**config.mk**
```make
export PLATFORM = sky130hd
export DESIGN_NAME = btb
export DESIGN_NICKNAME = d
export VERILOG_FILES = /design/src/rtl/btb.sv
export SDC_FILE = /design/constraint.sdc
export NUM_CORES = 1
export LEC_CHECK = 0
export BUFFER_PORTS_ARGS = -buffer_cell sky130_fd_sc_hd__buf_4
export CAP_MARGIN = 20
export CORE_UTILIZATION = 65
export CTS_CLUSTER_DIAMETER = 200
export DETAILED_ROUTE_END_ITERATION = 10
export HOLD_SLACK_MARGIN = 0.08
export PLACE_DENSITY = 0.83
export SLEW_MARGIN = 10
export SYNTH_ARGS = -nofsm -noshare
export SYNTH_HDL_FRONTEND = slang
export SYNTH_SLANG_ARGS = --single-unit
```
**constraint.sdc**
```tcl
create_clock -name clk -period 11.4 [get_ports clk]
set_input_delay 0.57 -clock clk [delete_from_list [all_inputs] [get_ports clk]]
set_output_delay 0.57 -clock clk [all_outputs]
set_load 0.01 [all_outputs]
```
**src/rtl/btb.sv**
```systemverilog
// -----------------------------------------------------------------------------
// btb : direct-mapped branch target buffer for the fetch-stage PC.
//
// The current fetch PC is looked up combinationally every cycle. A hit is a
// valid entry with a matching tag whose 2-bit direction counter says taken
// (ctr >= 2). Branches and jumps resolved in EX train the table through the
// update port.
//
// Ports
//   clk          rising-edge clock
//   rst          synchronous, active-high reset
//   pc           current fetch address (lookup index/tag source)
//   stall_IM_ID  pipeline stall; gates only the hit statistics counter
//   btb_hit      predicted-taken hit for pc (combinational)
//   btb_nxt_pc   predicted target, 16'h0000 when btb_hit = 0
//   upd_en       EX resolved a branch/jump this cycle
//   upd_pc       address of the resolved branch instruction
//   upd_taken    resolved direction, 1 = taken
//   upd_target   resolved target address
//   inval_all    clear every valid bit at the next edge
//   hit_cnt      saturating count of unstalled predicted-taken hits
// -----------------------------------------------------------------------------
module btb #(
  parameter int IDX_W = 4,
  parameter int TAG_W = 16 - IDX_W
) (
  input  logic        clk,
  input  logic        rst,
  input  logic [15:0] pc,
  input  logic        stall_IM_ID,
  output logic        btb_hit,
  output logic [15:0] btb_nxt_pc,
  input  logic        upd_en,
  input  logic [15:0] upd_pc,
  input  logic        upd_taken,
  input  logic [15:0] upd_target,
  input  logic        inval_all,
  output logic [15:0] hit_cnt
);

  localparam int ENTRIES = 1 << IDX_W;

  typedef struct packed {
    logic             valid;
    logic [TAG_W-1:0] tag;
    logic [15:0]      target;
    logic [1:0]       ctr;
  } entry_t;

  entry_t tbl_q [ENTRIES];

  // Lookup side
  logic [IDX_W-1:0] pc_idx;
  logic [TAG_W-1:0] pc_tag;
  entry_t           rd_entry;

  assign pc_idx = pc[IDX_W-1:0];
  assign pc_tag = pc[15:IDX_W];

  // NOTE: every output of this block gets a default first, so no path
  // through the if leaves a value held and no latch is inferred.
  always_comb begin
    btb_hit    = 1'b0;
    btb_nxt_pc = 16'h0000;
    rd_entry   = tbl_q[pc_idx];
    if (rd_entry.valid && (rd_entry.tag == pc_tag) && rd_entry.ctr[1]) begin
      btb_hit    = 1'b1;
      btb_nxt_pc = rd_entry.target;
    end
  end

  // Update side
  logic [IDX_W-1:0] upd_idx;
  logic [TAG_W-1:0] upd_tag;
  entry_t           upd_entry;
  logic             upd_resident;

  assign upd_idx      = upd_pc[IDX_W-1:0];
  assign upd_tag      = upd_pc[15:IDX_W];
  assign upd_entry    = tbl_q[upd_idx];
  assign upd_resident = upd_entry.valid && (upd_entry.tag == upd_tag);

  // NOTE: state registers use non-blocking assignments so every flop samples
  // the pre-edge table; that is also what gives lookups in the update cycle
  // the old contents (no write-through).
  always_ff @(posedge clk) begin
    if (rst) begin
      // NOTE: the table lives in flops, not RAM, so every field is reset to
      // a known value; counters come up weakly not-taken.
      for (int i = 0; i < ENTRIES; i++) begin
        tbl_q[i].valid  <= 1'b0;
        tbl_q[i].tag    <= '0;
        tbl_q[i].target <= 16'h0000;
        tbl_q[i].ctr    <= 2'b01;
      end
    end else if (inval_all) begin
      // Flush drops any simultaneous update and keeps tag/target/ctr.
      for (int i = 0; i < ENTRIES; i++) begin
        tbl_q[i].valid <= 1'b0;
      end
    end else if (upd_en) begin
      if (upd_resident) begin
        if (upd_taken) begin
          if (upd_entry.ctr != 2'b11) tbl_q[upd_idx].ctr <= upd_entry.ctr + 2'b01;
          tbl_q[upd_idx].target <= upd_target;
        end else begin
          if (upd_entry.ctr != 2'b00) tbl_q[upd_idx].ctr <= upd_entry.ctr - 2'b01;
        end
      end else if (upd_taken) begin
        // Allocate weakly taken, evicting whatever aliased here before.
        tbl_q[upd_idx].valid  <= 1'b1;
        tbl_q[upd_idx].tag    <= upd_tag;
        tbl_q[upd_idx].target <= upd_target;
        tbl_q[upd_idx].ctr    <= 2'b10;
      end
    end
  end

  // Statistics: survives inval_all, cleared only by reset.
  always_ff @(posedge clk) begin
    if (rst) begin
      hit_cnt <= 16'h0000;
    end else if (btb_hit && !stall_IM_ID && (hit_cnt != 16'hFFFF)) begin
      hit_cnt <= hit_cnt + 16'd1;
    end
  end

endmodule

```
### After elaboration in Yosys (flattened, before gate mapping)

Memories as Yosys holds them, arrays and structs flattened.
Index checks and enable logic that the tools add are counted.

| storage, ports and cells | value |
|---|---|
| bits in registers | 16 |
| bits of input ports | 54 |
| memories kept | 1 |
| RAM bits | 496 |

| cells by class | value |
|---|---|
| bitwise operators | 19 |
| eq/ne operators | 4 |
| add/subtract/negate cells | 3 |
| reduce and logical (&&, ||, !) cells | 8 |
| multiplexer cells | 54 |

Memories:

| memory | depth | bits a word | read ports | clocked after memory_dff | write ports | RTL line | source |
|---|---|---|---|---|---|---|---|
| tbl_q | 16 | 31 | 2 | 0 | 16 | 50 | `entry_t tbl_q [ENTRIES];` |

Operators by type and width:

| cell | count |
|---|---|
| $mux 1 | 47 |
| $mux 16 | 2 |
| $mux 31 | 1 |
| $reduce_or 31->1 | 1 |
| $eq 12x12->1 | 2 |
| $or 1x1->1 | 19 |
| $add 16x1->16 const B | 1 |
| $ne 16x16->1 const B | 1 |
| $mux 4 | 2 |
| $logic_and 1x1->1 | 5 |
| $mux 2 | 2 |
| $add 2x1->2 const B | 1 |
| $ne 2x2->1 const B | 1 |
| $reduce_bool 2->1 | 1 |
| $sub 2x1->2 const B | 1 |
| $logic_not 1->1 | 1 |

### Logic depth before layout (Yosys ltp)

An unclocked memory read counts as a cell.

| depth | value |
|---|---|
| depth in word-level cells | 13 |
| depth in mapped cells | 14 |

### Worst setup path before layout

No wires, ideal clock.

| path | value |
|---|---|
| path type | input-to-output |
| start point | in pc[0] |
| end point | out btb_nxt_pc[0] |
| setup slack | 7.262 ns |
| stages | 10 |
| data required time | 10.830 ns |
| arrival | 3.568 ns |
| path through | buf_6 buf_6 buf_6 buf_4 buf_4 buf_1 buf_1 mux4_2 mux4_2 nor2b_1 |

| between the ends | value |
|---|---|
| word-level cells in the longest chain between the ends | 5 |

Ends and longest elaborated chain:

| what | RTL line | source |
|---|---|---|
| start: declaration | 29 | `input logic [15:0] pc,` |
| $mem_v2 16x31 (*) | -- |  |
| $eq 12x12->1 | 66 | `if (rd_entry.valid && (rd_entry.tag == pc_tag) && rd_entry.ctr[1]) begin` |
| $logic_and 1x1->1 (2 in series) | 66 |  |
| $mux 16 (*) | 66 |  |
| end: declaration | 32 | `output logic [15:0] btb_nxt_pc,` |

Mark *: on every way between the ends. The rest lies on a longest branch, timed or not.

### Worst setup path in the final report

| path | value |
|---|---|
| start point | in pc[1] |
| end point | out btb_nxt_pc[7] |

Same word-level chain as after synthesis.

==> summary.md <==
| Metric | Value |
|---|---|
| Area leader, netlist | `edfxtp_1` |
| GRT overflow | `0` |
| Ant diodes | `0` |
| Finished Core Util | `72.2%` |
| Cells after synthesis | `1876` |
| Setup TNS | `0 ns` |
| Starting DRC count in detailed routing | `2681` |
| Final nets | `1906` |
| Clk Tree Root Cell | `clkbuf_16` |
| Worst R2R Path Depth | `9` |
| Post-CTS Setup Inserts | `0` |
| CP max stage cell | `buf_4` |
| Signal arrival time at the worst endpoint | `a little over 5 ns` |
| Die Width | `203 microns` |
| Buf+Inv Stages, Crit Path | `3` |
| Synthesis-to-layout area growth | `9.18%` |
| # hold bufs at CTS | `0` |
| Top cells by area, synth | `edfxtp_1 (55%), mux4_2 (15%), and2_1 (6.5%)` |
| Pwr/cell area | `148 nW/um^2` |
| Fin crit period | `5.75 ns` |
| Post-synth cell types | `63` |
| Hpwl dp | `between 40000 and 50000 microns` |
| Top Layer Used | `met4` |
| Worst VDD drop | `between 150 and 200 uV` |
| Syn avg cell area | `14.0 sq um` |
| Core area | `39800 sq um` |
| I/O Buffers | `86` |
| Pre-CTS setup slack | `5.39 ns` |
| Die ar. | `41300 sq um` |
| Clk sinks | `about 510` |
| CTS tree | `done` |
| Post-synth EDFFs | `480` |
| Clock Skews | `0.0274 ns` |
| Share of cells above drive strength 1 | `roughly 23%` |
| Total Routing Usage GR | `a little over a third` |
| Number of global-route vias before repair | `roughly 16000` |
| Crit path launch type | `input pin` |
| First-pass GRT wire length | `107000 microns` |
| Syn nets | `1931` |
| Initial core utilization | `about 66%` |
| Routed vias/inst | `7.12` |
| Worst slew pin tran | `1.16 ns` |
| P_leak | `~11 nW` |
| Max incr delay on CP | `0.92 ns` |
| Cts bufs inserted | `between 50 and 60` |
| Routed len/inst | `30.6 microns` |
| Syn Std Cell Area | `26300 sq um` |
| Clock transition at path regs | `0.06 ns` |
| Placed Area | `27100 sq um` |
| Final Hold Fails | `0` |
| Total length of routed wires | `73900 microns` |
| Max Root-Sink Buffers | `3` |
| Later-pin clock latency in the skew report | `0.62 ns` |
| Hold path cells | `2` |
| Synth top cells by count | `edfxtp_1 (480), and2_1 (275), and3_1 (202)` |
| Cells after DPL | `2321` |
| Remaining antenna violation count | `0` |
| Max cap viols | `0` |
| CP Class | `in2out` |
| Routability-driven placement congestion ratio | `around 1.0` |
| Worst EP required | `10.83 ns` |
| Synth warn | `0` |
| Worst-path maximum fanout | `70` |
| Main flop type after synthesis | `edfxtp_1` |
| WL met3 | `11500 microns` |
| Worst hold path class | `in2reg` |
| Status | `finished clean` |
| DR DRC count | `0` |
| Critical Path, Cell by Cell | `buf_4 > buf_4 > mux4_2 > mux4_2 > xnor2_1 > and2_1 > o211a_1 > nand4_1 > or4_1 > nor2b_1 > buf_4` |
| Largest net degree at the start of global routing | `~110` |
| Metal1 wirelength | `between 20000 and 30000 microns` |
| Max-slew headroom | `between 20 and 25%` |
| Number of cells on the critical path | `11` |
| Fin cells | `between 2000 and 2500` |
| Final worst slack | `between 5 and 6 ns` |
| Largest delay contributor family on the critical path | `buffers and inverters` |
| Finished Cell Area | `28700 sq um` |
| Ports | `87` |
| Count leader, synth | `edfxtp_1` |
| Critical Path Sink Type | `output pin` |
| # rows | `73` |
| Initial antenna violation count | `0` |
| Met2 WL | `33400 microns` |
| Top cell type's share of synthesized area | `54.7%` |
| R2R Setup Slk | `between 5 and 6 ns` |
| Chip height | `203 microns` |
| Seq/Total Area, Yosys | `57.2%` |
| Fill cells | `2509` |
| Post-CTS resize count | `0` |
| DR vias | `17200` |
| Synthesized flop and latch total | `512` |
| Max Clk Rate | `0.174 GHz` |
| Final setup vio count | `0` |
| CP most frequent cell | `buf_4` |
| Post-synth ARST share | `0%` |
| Final Cycle Share | `50.4%` |
| Final max-slew violation count | `0` |
| Unrepaired setup endpoints after global routing | `false` |
| Drt first pass iters | `8` |
| CTS H-tree depth | `2` |
kinds of logic (layout without fill, tap and decap cells):
kind of cell	after synthesis	in the layout	share of synthesized area [%]
AOI/OAI and AO/OA	158	158	4.27
adders and majority gates	1	1	0.0475
and+or+nand+nor	731	731	16.5
muxes	260	260	18.4
xor gates and xnor gates	15	15	0.499
buffers and inverters	199	213	3.12
DFF	512	512	57.2
layout make-up:
type,instances,area (sq um),area share [%]
clock buffer,71,1390,4.84
clock inverter,21,229,0.796
inverter,9,33.8,0.118
multi-input combinational,1165,10500,36.6
sequential,512,15100,52.4
tap,525,657,2.28
timing repair buffer,112,860,2.99
stage by stage:
step	hold slack [ns]	total power, W
CTS	0.329	0.00425
floorplan	0.435	0.00248
finish	0.339	0.00426
global placement	0.474	0.00262
detailed placement	0.473	0.00263
global route	0.344	0.00435
worst reg2reg max path, cell delays in order (launching register included):
cell	delay, ns
edfxtp_1	0.48
mux4_2	0.50
a22oi_1	0.24
a21oi_1	0.09
or4_1	0.60
a2111oi_0	0.95
nand3_4	0.88
buf_4	0.67
and2_1	0.35
or2_2	0.41
report_power, final:
| group | switching [W] | leakage (nW) | total [W] | internal [W] |
|---|---|---|---|---|
| combinational | 0.000237 | 5.28 | 0.000411 | 0.000174 |
| sequential | 0.0000514 | 4.84 | 0.00220 | 0.00214 |
| clock | 0.000728 | 0.779 | 0.00165 | 0.000927 |
cell usage in the layout, fill, tap and decap left out, types with 10 or more instances in the layout:
cell type / n
a211oi_1: 10
a21o_1: 36
a21oi_1: 24
a22oi_1: 18
and2_1: 275
and3_1: 202
buf_4: 110
clkbuf_1: 17
clkbuf_16: 52
dfxtp_1: 32
edfxtp_1: 480
mux2_2: 19
mux2i_1: 64
mux4_2: 177
nand2_1: 32
nand3_1: 21
nor2_1: 47
nor2_2: 11
nor2b_1: 36
nor3_1: 10
o21ai_0: 15
or2_2: 35
or4_1: 10
final timing paths:
kind	start	end
hold reg to reg	tbl_q[1][30]	tbl_q[1][30]
setup / recovery	pc[1]	btb_nxt_pc[7]
hold / removal	upd_target[13]	tbl_q[3][15]
setup reg to reg	tbl_q[0][22]	tbl_q[13][26]
sequential cells by signal, indices dropped and copies added (netlist names):
register and count:
hit_cnt 16, tbl_q 496
metal layers:
layer / vias up / global-route usage (%)
met5: - / 0
met4: 0 / 11.5
met3: 170 / 12.0
met2: 1340 / 53.8
met1: 8557 / 51.5
li1: 7133 / -
Power figures use the tool's default switching activity.
